[src/rtl/integer_literal_evaluator.sv]
// Integer literal evaluator.
//
// Evaluates one linear integer literal  sum(c_i * x_i) <= bound  over
// NUMBER_OF_INTEGER_VARIABLES signed coefficient/value pairs. Each pair is
// multiplied and accumulated on its own cycle. The signed comparison against
// the bound follows in one extra cycle.
//
// Ports:
//   in_clk                  rising-edge clock
//   in_reset                asynchronous active-low reset
//   in_start                request one evaluation (sampled only in IDLE)
//   in_clause_coefficients  packed signed coefficients, element i at [i*W +: W]
//   in_variable_values      packed signed variable values, same packing
//   in_bound                signed literal bound
//   out_busy                high while accumulating or comparing
//   out_done                one-cycle pulse when out_sum/out_satisfied are valid
//   out_satisfied           1 when the dot product is <= bound; held until next done
//   out_sum                 signed dot product; held until next done
module integer_literal_evaluator #(
    parameter int unsigned BIT_WIDTH_OF_INTEGER_VARIABLE = 4,
    parameter int unsigned NUMBER_OF_INTEGER_VARIABLES   = 4,
    parameter int unsigned BIT_WIDTH_OF_ACCUMULATOR      = 12
) (
    input  logic                                   in_clk,
    input  logic                                   in_reset,
    input  logic                                   in_start,
    input  logic [BIT_WIDTH_OF_INTEGER_VARIABLE*NUMBER_OF_INTEGER_VARIABLES-1:0]
                                                   in_clause_coefficients,
    input  logic [BIT_WIDTH_OF_INTEGER_VARIABLE*NUMBER_OF_INTEGER_VARIABLES-1:0]
                                                   in_variable_values,
    input  logic [BIT_WIDTH_OF_INTEGER_VARIABLE-1:0] in_bound,
    output logic                                   out_busy,
    output logic                                   out_done,
    output logic                                   out_satisfied,
    output logic signed [BIT_WIDTH_OF_ACCUMULATOR-1:0] out_sum
);

    localparam int W     = BIT_WIDTH_OF_INTEGER_VARIABLE;
    localparam int N     = NUMBER_OF_INTEGER_VARIABLES;
    localparam int ACC   = BIT_WIDTH_OF_ACCUMULATOR;
    localparam int IDX_W = (N > 1) ? $clog2(N) : 1;

    typedef enum logic [1:0] {
        StIdle,
        StAccum,
        StCompare
    } state_e;

    state_e                  state_q;
    logic [W*N-1:0]          coef_q;
    logic [W*N-1:0]          val_q;
    logic signed [W-1:0]     bound_q;
    logic signed [ACC-1:0]   acc_q;
    logic [IDX_W-1:0]        index_q;

    logic signed [W-1:0]     cur_coef;
    logic signed [W-1:0]     cur_val;
    logic signed [2*W-1:0]   prod;
    logic signed [ACC-1:0]   prod_ext;
    logic signed [ACC-1:0]   bound_ext;
    logic                    last_index;
    logic                    acc_le_bound;

    always_comb begin
        cur_coef     = coef_q[int'(index_q)*W +: W];
        cur_val      = val_q[int'(index_q)*W +: W];
        // Full-width signed product, then sign-extend into the accumulator.
        prod         = cur_coef * cur_val;
        prod_ext     = ACC'(prod);
        bound_ext    = ACC'(bound_q);
        last_index   = (index_q == IDX_W'(N - 1));
        acc_le_bound = (acc_q <= bound_ext);
    end

    always_ff @(posedge in_clk or negedge in_reset) begin
        if (!in_reset) begin
            state_q       <= StIdle;
            coef_q        <= '0;
            val_q         <= '0;
            bound_q       <= '0;
            acc_q         <= '0;
            index_q       <= '0;
            out_busy      <= 1'b0;
            out_done      <= 1'b0;
            out_satisfied <= 1'b0;
            out_sum       <= '0;
        end else begin
            out_done <= 1'b0;
            case (state_q)
                StIdle: begin
                    if (in_start) begin
                        // Operands are captured here so later bus changes
                        // cannot disturb the running evaluation.
                        coef_q   <= in_clause_coefficients;
                        val_q    <= in_variable_values;
                        bound_q  <= in_bound;
                        acc_q    <= '0;
                        index_q  <= '0;
                        state_q  <= StAccum;
                        out_busy <= 1'b1;
                    end
                end
                StAccum: begin
                    acc_q <= acc_q + prod_ext;
                    if (last_index) begin
                        index_q <= '0;
                        state_q <= StCompare;
                    end else begin
                        index_q <= index_q + IDX_W'(1);
                    end
                end
                StCompare: begin
                    out_sum       <= acc_q;
                    out_satisfied <= acc_le_bound;
                    out_done      <= 1'b1;
                    out_busy      <= 1'b0;
                    state_q       <= StIdle;
                end
                default: begin
                    state_q  <= StIdle;
                    out_busy <= 1'b0;
                end
            endcase
        end
    end

endmodule

[config.mk]
export PLATFORM = sky130hd
export DESIGN_NAME = integer_literal_evaluator
export DESIGN_NICKNAME = d
export VERILOG_FILES = /design/src/rtl/integer_literal_evaluator.sv
export SDC_FILE = /design/constraint.sdc
export NUM_CORES = 1
export LEC_CHECK = 0
export ABC_CLOCK_PERIOD_IN_PS = 7900
export CORE_UTILIZATION = 53
export CTS_BUF_LIST = sky130_fd_sc_hd__clkbuf_16
export DETAILED_ROUTE_END_ITERATION = 12
export HOLD_SLACK_MARGIN = 0.08
export PLACE_DENSITY = 0.86
export SYNTH_ARGS = -nofsm -noshare
export SYNTH_HDL_FRONTEND = slang
export SYNTH_SLANG_ARGS = --single-unit
[constraint.sdc]
create_clock -name in_clk -period 7.9 [get_ports in_clk]
set_input_delay 1.58 -clock in_clk [delete_from_list [all_inputs] [get_ports in_clk]]
set_output_delay 1.58 -clock in_clk [all_outputs]
set_load 0.01 [all_outputs]
==> Yosys cells after proc, flatten, opt, wreduce, memory -nomap -nowiden <==
Cells that the tools add are included.
{ "word_totals": {"input_bits": 39, "out_inout_bits": 15, "register_bits": 67, "wordCells": 39} }
{ "op_classes": {"bitwise_logic": 1, "n_eq_ne": 5, "mul": 1, "mux": 11, "n_lt_le_gt_ge": 1, "reduce_logical": 6, "shift": 2, "add_sub_neg": 2} }
{ "op_table": {"columns": ["operator", "n"], "rows": [
  ["indexed part select 16 x 5 -> 4 bit", 2],
  ["one-hot mux 12 bit (2 select lines)", 1],
  ["adder 12 x 8 -> 12 bit", 1],
  ["less-or-equal comparator 12 x 4 -> 1 bit", 1],
  ["two-way mux 12 bit", 1],
  ["multiplier 4 x 4 -> 8 bit", 1],
  ["two-way mux 2 bit", 4],
  ["one-hot mux 2 bit (2 select lines)", 2],
  ["AND reduction 2 bit", 4],
  ["== test 2 bit (second input constant)", 2],
  ["inequality test 2 bit (second input constant)", 2],
  ["adder 2 x 1 -> 2 bit (second input constant)", 1],
  ["== test 2 x 1 -> 1 bit (second input constant)", 1],
  ["zero test 2 bit", 1],
  ["two-way mux 1 bit", 2],
  ["one-hot mux 1 bit (2 select lines)", 1],
  ["nonzero test 2 bit", 1],
  ["inverter 1 bit", 1]
]} }

==> Longest topological paths before layout <==
Gate-level depths: netlist of the first run.
{ "logic_depth": {"word_depth": 4, "mapped_depth": 16, "mapped_depth_nobuf": 15} }

==> Worst setup path before layout of the first run <==
No wires, ideal clock.
{ "synth_timing": {"path_type": "flip-flop to flip-flop", "start": "register index_q[0]", "end": "register acc_q[11]", "setup_slack_ns": 3.381, "arrival_ns": 4.398, "setup_time_ns": 0.121, "path_stages_with_launch": 15, "synth_period_minus_slack_ns": 4.519, "t_required_ns": 7.779, "cell_sequence": "dfrtp_1 > buf_6 > mux4_1 > mux2_2 > ha_1 > inv_1 > fa_1 > fa_1 > inv_1 > ha_1 > or4_1 > o22a_1 > a31oi_4 > xnor2_1 > a22o_1"} }
{ "synth_between": {"elab_chain_cells": 4, "word_cells_on_any_way": 5} }
{ "synth_rtl": {"columns": ["item", "line_no", "rtl"], "rows": [
  ["from (decl)", "54", "logic [IDX_W-1:0] index_q;"],
  ["from (signal assigned)", "109", "index_q <= index_q + IDX_W'(1);"],
  ["indexed part select 16 x 5 -> 4 bit (on tied branches)", "65, 66", null],
  ["multiplier 4 x 4 -> 8 bit (*)", "68", "prod = cur_coef * cur_val;"],
  ["adder 12 x 8 -> 12 bit (*)", "104", "acc_q <= acc_q + prod_ext;"],
  ["one-hot mux 12 bit (2 select lines) (*)", "89", "case (state_q)"],
  ["to (signal assigned)", "104", null],
  ["to (decl)", "53", "logic signed [ACC-1:0] acc_q;"]
]} }
Mark *: on every way between the ends. The rest lies on a longest branch, timed or not.
A chain may end at the register's enable or synchronous reset.

==> Worst setup path after layout of the first run <==
Same ends and word-level chain as after synthesis.

==> flow_summary.toml, run 1 <==
[critical_path]
reg2regPathDepth = 13
cp-end-kind = "register"
timing.critical_path.depth = 13
crit_required_ps = 8110
cp_max_fo = 11
critPathLaunchType = "register"
cpMaxStageDelayCell = "mux4_1"
cpPeakStageDelay_ps = 730
crit_chain = "mux4_1 > mux2_2 > ha_1 > inv_1 > fa_1 > fa_1 > inv_1 > ha_1 > or4_1 > o22a_1 > a31oi_4 > xnor2_1 > a22o_1"
path_buf_inv = 2
path_delay_family = "adder cells"
worst-setup-path-type = "reg -> reg"
cp.arrival_ps = 5180

[clock_tree]
htree_num_levels = 3
clkLatencyLatePin_ps = 320
cts.sinks = 67
cts_setup_buffers = 0
ctsHoldBuffers = 0
clockRootBuffer = "clkbuf_16"
cts_resized = 0
numCtsBuffers = 9
clk_pin_slew_worst_paths_ps = 50
cts_tree = "yes"
cts_max_path_buffers = 2

[detailed_routing]
drt_iter0_markers = 88
first_pass_iters = 5
viasPerCell = 5.42
drt-wirelength-per-cell_um = 15.6
vias = 2774
routed_wl_um = 7980
final_antenna_net_count = 0
drc = 0

[timing]
hold_viol = 0
min_period_ps = 4970
rsz0062_at_grt = "false"
slew-limit-headroom = 0.204
max_freq_mhz = 201
fin_ws_ps = 2930
fin_crit_sh = 0.629
setup_viol = 0
worst_pin_slew_ps = 1190
fin_skew_ps = 5.04
drv_slew = 0
timing.setup.tns_ps = 0

[yosys]
synth_edf_count = 0
syn_nets = 449
seq_area_frac_synth = 0.393
yosysUniqueCellTypes = 40
syn_inst = 350
synth_warnings = 0
yosys_most_used_dff = "dfrtp_1"
ys_ff_latch = 67
synthArstFlopShare = 1.00
netlist_area_sq_um = 4270
syn_avg_cell_area_sq_um = 12.2

[placed_design]
place_ws_ps = 2930
dpl-instance-area_sq_um = 4890
io_buffers = 53
hpwl_um = 6160
globalplace.congestion = 0.851

[die]
num_rows = 32
core_area_sq_um = 7770
io_pins = 54
die_x_um = 91.7
start_util = 0.549
die_y_um = 91.7
fp.dieArea_sq_um = 8410

[global_routing]
grt_max_degree = 68
antenna_found_initial = 0
grt_pass1_vias = 3078
grt.overflow.total = 0
track_usage = 0.218
grt_pass1_wl_um = 14200

[run]
drv_cap = 0

[final_layout]
drive_gt1_frac = 0.173
num-nets-final = 505
n_fill_cell = 583
syn2layout_area_growth_pct = 21.1
final_cell_mix = "dfrtp_1 (67), inv_1 (55), clkdlybuf4s50_1 (52)"
finalInstanceArea_sq_um = 5170
n_antenna_cell = 0
final_common_cell = "dfrtp_1"

[worst_hold_path]
hold_path_class = "reg -> reg"
holdPathStages = 1

[outcome]
outcome = "finished, final reports clean"
[cell usage after synthesis (all sizes together) (2+ instances only)]
| cell type | instances | area [sq um] |
|---|---|---|
| a22o | 7 | 61.3 |
| o21a | 2 | 15.0 |
| nor3b | 4 | 30.0 |
| a21o | 6 | 45.0 |
| a31oi | 2 | 27.5 |
| inv | 53 | 199 |
| mux4 | 8 | 203 |
| o31ai | 2 | 15.0 |
| dfrtp | 67 | 1680 |
| xnor2 | 10 | 95.1 |
| and2 | 11 | 75.1 |
| clkbuf | 6 | 22.5 |
| fa | 22 | 440 |
| nand3b | 2 | 15.0 |
| nand2 | 13 | 48.8 |
| nor2 | 4 | 15.0 |
| a21oi | 5 | 25.0 |
| nor3 | 3 | 15.0 |
| o21ai | 14 | 70.1 |
| a211oi | 2 | 15.0 |
| nand4 | 2 | 12.5 |
| ha | 38 | 475 |
| mux2 | 46 | 518 |
| o21bai | 2 | 15.0 |
| nor2b | 5 | 31.3 |
| a221oi | 2 | 17.5 |
| buf | 5 | 31.3 |
[kinds of logic after synthesis]
logic type / share of synthesized area
muxes: 0.171
DFF: 0.393
buffers and inverters: 0.0593
adders and majority gates: 0.215
and+or+nand+nor: 0.0613
xor gates and xnor gates: 0.0243
AOI/OAI and AO/OA: 0.0760
[per-stage QoR]
stage / instances / hold slack, ps / utilization
after global routing: 512 / 523 / 0.665
after CTS: 512 / 504 / 0.665
after detailed placement: 497 / 492 / 0.630
final: 512 / 502 / 0.665
after global placement: 497 / 475 / 0.630
after floorplan: 350 / 472 / -
[layer usage]
layer | global-route usage | part of all wire | vias up
met1 | 0.261 | 0.42 | 1376
met4 | 0.0651 | 0.015 | 0
met2 | 0.388 | 0.52 | 75
met3 | 0.0531 | 0.042 | 12
li1 | - | - | 1311
met5 | 0 | 0 | -
[cell type report]
cell class / instances / area (sq um) / area share
tap: 102 / 128 / 0.0247
clock inverter: 6 / 50.0 / 0.00969
inverter: 53 / 199 / 0.0385
timing repair buffer: 56 / 548 / 0.106
sequential: 67 / 1680 / 0.324
multi-input combinational: 219 / 2340 / 0.453
clock buffer: 9 / 225 / 0.0436
[final timing paths]
path                       startpoint  slack [ps]         to
max                        index_q[0]        2930  acc_q[11]
min                         coef_q[3]         500  coef_q[3]
max reg2reg                index_q[0]        2930  acc_q[11]
min reg2reg                 coef_q[3]         500  coef_q[3]
max in group asynchronous    in_reset        5920  val_q[15]
min in group asynchronous    in_reset        1420   out_done
[sequential cells by signal, summed over array words and instances (netlist names)]
signal / flops
acc_q: 12
bound_q: 4
coef_q: 16
index_q: 2
out_busy: 1
out_done: 1
out_satisfied: 1
out_sum: 12
state_q: 2
val_q: 16
[worst register-to-register path, stage by stage, from the launching register on]
cell and delay, ps:
dfrtp_1 660, mux4_1 730, mux2_2 310, ha_1 440, inv_1 160, fa_1 520
fa_1 540, inv_1 40, ha_1 220, or4_1 500, o22a_1 230, a31oi_4 200
xnor2_1 90, a22o_1 200
Power of run 1 is left out: the tool's default activity adds up to more than one toggle a clock period on the data nets, which glitch-free logic cannot reach.
==> inputs of run 2 (changes only) <==
ABC_CLOCK_PERIOD_IN_PS = 4300   (was 7900)
CORE_UTILIZATION = 51   (was 53)
clock period = 4.3 ns   (was 7.9 ns; I/O delays follow)
==> flow_summary.toml, run 2 (synthesis results as in run 1) <==
[detailed_routing]
drt-wirelength-per-cell_um = 16.3
first_pass_iters = 4
viasPerCell = 5.39
routed_wl_um = 8740
drt_iter0_markers = 84
vias = 2893
drc = 0
final_antenna_net_count = 0

[timing]
fin_crit_sh = 1.00
worst_pin_slew_ps = 1170
slew-limit-headroom = 0.218
hold_viol = 0
drv_slew = 0
fin_skew_ps = 5.36
rsz0062_at_grt = "true"
setup_viol = 0
min_period_ps = 4300
max_freq_mhz = 233

[placed_design]
globalplace.congestion = 0.857
hpwl_um = 6230
dpl-instance-area_sq_um = 5040
io_buffers = 53
placed_cells = 516

[die]
io_pins = 54
start_util = 0.541
num_rows = 32
die_x_um = 93.5
fp.dieArea_sq_um = 8730
die_y_um = 93.5
core_area_sq_um = 7890

[run]
drv_cap = 0

[critical_path]
reg2reg_slack_ps = 1
reg2regPathDepth = 15
r2r_start = "index_q[0]"
cp-end-kind = "register"
critPathLaunchType = "register"
worst-setup-path-type = "reg -> reg"
cp_max_fo = 5
cp.arrival_ps = 4510
crit_required_ps = 4510
r2r_end = "acc_q[10]"

[global_routing]
grt_max_degree = 38
antenna_found_initial = 0
grt_pass1_wl_um = 14900
grt.overflow.total = 0
grt_pass1_vias = 3125
track_usage = 0.226

[clock_tree]
clockRootBuffer = "clkbuf_16"
numCtsBuffers = 9
cts_max_path_buffers = 2
htree_num_levels = 3
cts_tree = "yes"
clk_pin_slew_worst_paths_ps = 50
ctsHoldBuffers = 0
cts.sinks = 67
clkLatencyLatePin_ps = 340

[final_layout]
n_fill_cell = 545
finalInstanceArea_sq_um = 5520
n_antenna_cell = 0
final_cell_count_no_fill = 537
final_common_cell = "dfrtp_1"
final_cell_mix = "dfrtp_1 (66), clkdlybuf4s50_1 (52), inv_1 (50)"
top_regs = "coef_q: 16 flops, val_q: 16 flops"
num-nets-final = 529
drive_gt1_frac = 0.294
syn2layout_area_growth_pct = 29.5

[worst_hold_path]
hold_path_class = "reg -> reg"
min_to = "out_busy"
holdPathStages = 1
min_from = "out_busy"

[outcome]
outcome = "finished, final reports clean"
run 2: cell count changes in the layout (fill, tap and decap cells not counted), sizes merged:
cell and change:
bufinv +2, clkinvlp +1, buf +24, inv -2
run 2: stage by stage:
stage	hold WS (ps)	util	setup TNS [ps]	setup slack, ps
final	507	0.700	0	1.33
after global placement	486	0.639	-36.1	-33.5
after global routing	520	0.700	-400	-175
after CTS	505	0.694	-48.1	-24.3
after detailed placement	493	0.639	-362	-133
after floorplan	472	-	-2.39	-2.39
run 2: routing by layer:
metal  vias up  global-route usage  share of wire
met5         -                   0              0
met4         0              0.0910          0.017
met1      1445               0.270           0.42
li1       1353                   -              -
met2        82               0.396           0.53
met3        13              0.0496          0.039
run 2: how the worst max path moves through the flow:
stage                from         to  slack (ps)  cells after the start
2_1_floorplan  index_q[0]  acc_q[11]          -2                     15
3_3_place_gp   index_q[0]  acc_q[11]         -30                     15
3_5_place_dp   index_q[0]  acc_q[10]        -130                     14
4_1_cts        index_q[0]  acc_q[11]         -20                     14
5_1_grt        index_q[0]  acc_q[11]        -170                     14
6_report       index_q[0]  acc_q[10]           1                     15
run 2: area by class of cell:
type	count	area (sq um)	share of cell area
Clock buffer	9	225	0.0408
Clock inverter	7	116	0.0211
Inverter	53	199	0.0360
Multi-Input combinational cell	219	2430	0.440
Sequential cell	67	1680	0.304
Tap cell	102	128	0.0231
Timing Repair Buffer	80	747	0.135
run 2: worst max-delay path, cell delays in order, from the launching register on:
cell,delay (ps)
dfrtp_2,420
buf_6,130
mux4_2,570
buf_6,150
fa_1,510
inv_2,40
fa_1,460
fa_1,510
inv_2,50
fa_2,370
a21o_1,180
a21oi_2,180
o21bai_2,110
a31oi_1,210
mux2i_1,220
nand2_1,70
run 2: repair_timing:
action / in CTS / in global routing
pin swaps: 19 / 13
setup endpoints to repair: 5 / 6
setup buffers: 3 / 2
resized for setup: 18 / 13
Power of run 2 is left out for the same reason.
==> inputs of run 3 (changes only) <==
CORE_UTILIZATION = 52   (was 51)
CTS_BUF_LIST = sky130_fd_sc_hd__clkbuf_2   (was sky130_fd_sc_hd__clkbuf_16)
PLACE_DENSITY = 0.88   (was 0.86)
SLEW_MARGIN = 20   (was not set)
==> flow_summary.toml, run 3 (synthesis results as in run 1) <==
[outcome]
outcome = "finished, violations left"
violations = "setup timing"

[timing]
drv_slew = 0
fin_skew_ps = 27.3
timing.setup.tns_ps = -16.3
fin_ws_ps = -8.67
hold_viol = 0
min_period_ps = 4310
max_freq_mhz = 232
setup_viol = 2
rsz0062_at_grt = "true"
fin_crit_sh = 1.00
worst_pin_slew_ps = 857
slew-limit-headroom = 0.429

[global_routing]
grt_max_degree = 42
grt_pass1_wl_um = 14300
antenna_found_initial = 0
track_usage = 0.217
grt.overflow.total = 0
grt_pass1_vias = 3145

[detailed_routing]
viasPerCell = 5.33
first_pass_iters = 4
routed_wl_um = 8310
drc = 0
vias = 2918
drt-wirelength-per-cell_um = 15.2
drt_iter0_markers = 72
final_antenna_net_count = 0

[worst_hold_path]
hold_path_class = "in -> async"

[die]
fp.dieArea_sq_um = 8570
die_y_um = 92.6
io_pins = 54
core_area_sq_um = 7850
num_rows = 32
start_util = 0.544
die_x_um = 92.6

[critical_path]
worst-setup-path-type = "reg -> reg"
critPathLaunchType = "register"
worstSetupStartpoint = "index_q[0]"
reg2regPathDepth = 15
r2r_start = "index_q[0]"
cp_max_fo = 6
crit_required_ps = 4690
cp-end-kind = "register"
reg2reg_slack_ps = -9
r2r_end = "acc_q[10]"
cp.arrival_ps = 4700
endpoint = "acc_q[10]"

[clock_tree]
ctsHoldBuffers = 0
clkLatencyLatePin_ps = 510
cts.sinks = 67
cts_max_path_buffers = 2
clockRootBuffer = "clkbuf_2"
clk_pin_slew_worst_paths_ps = 200
htree_num_levels = 3
numCtsBuffers = 9
cts_tree = "yes"

[final_layout]
final_common_cell = "dfrtp_1"
seq_area_sq_um = 1680
syn2layout_area_growth_pct = 25.9
num-nets-final = 539
drive_gt1_frac = 0.312
n_fill_cell = 557
multiInputGateArea_sq_um = 2440
top_regs = "coef_q: 16 flops, val_q: 16 flops"
final_cell_mix = "dfrtp_1 (67), clkdlybuf4s50_1 (52), inv_1 (50)"
n_antenna_cell = 0

[placed_design]
hpwl_um = 6300
io_buffers = 53
globalplace.congestion = 0.855
place_ws_ps = -130

[run]
drv_cap = 0
[run 3: critical path: stages (launching register included)]
cell      delay (ps)
dfrtp_1          420
buf_6            140
buf_4            110
mux4_2           520
nand2b_4         170
fa_1             560
fa_1             440
fa_1             510
inv_2             60
fa_2             350
a21o_1           180
a21oi_2          180
o21bai_2          90
a31oi_1          200
mux2i_1          220
nand2_1           70
[run 3: routing by layer]
| layer | part of all wire | vias up | track usage |
|---|---|---|---|
| met5 | 0 | - | 0 |
| met3 | 0.039 | 14 | 0.0599 |
| li1 | - | 1383 | - |
| met4 | 0.015 | 0 | 0.0521 |
| met1 | 0.42 | 1458 | 0.260 |
| met2 | 0.53 | 63 | 0.386 |
[run 3: timing repair]
item,in CTS,in global routing
gates resized for setup,20,12
pin swaps,21,13
setup buffers,8,4
endpoints found under the setup margin,5,6
cloned,0,0
[run 3: worst min-delay path by stage]
| stage | end | slack, ps |
|---|---|---|
| after CTS | out_sum[4] | 410 |
| after detailed placement | out_busy | 480 |
| after floorplan | coef_q[5] | 470 |
| final | out_sum[5] | 420 |
| after global routing | out_sum[5] | 430 |
| after global placement | out_busy | 470 |
[run 3: stage by stage]
stage                      util  instances  hold slack (ps)  cell area (sq um)
after global placement    0.645        519              465               5060
after global routing      0.684        547              432               5370
final                     0.684        547              425               5370
after floorplan               -        350              472               4270
after CTS                 0.675        543              406               5300
after detailed placement  0.645        519              476               5060
[run 3: final cells by class]
type / count / area share
multi-input combinational: 219 / 0.455
sequential: 67 / 0.312
inverter: 53 / 0.0371
tap: 102 / 0.0238
timing repair buffer: 90 / 0.152
clock inverter: 6 / 0.0105
clock buffer: 10 / 0.00932
Power of run 3 is left out for the same reason.
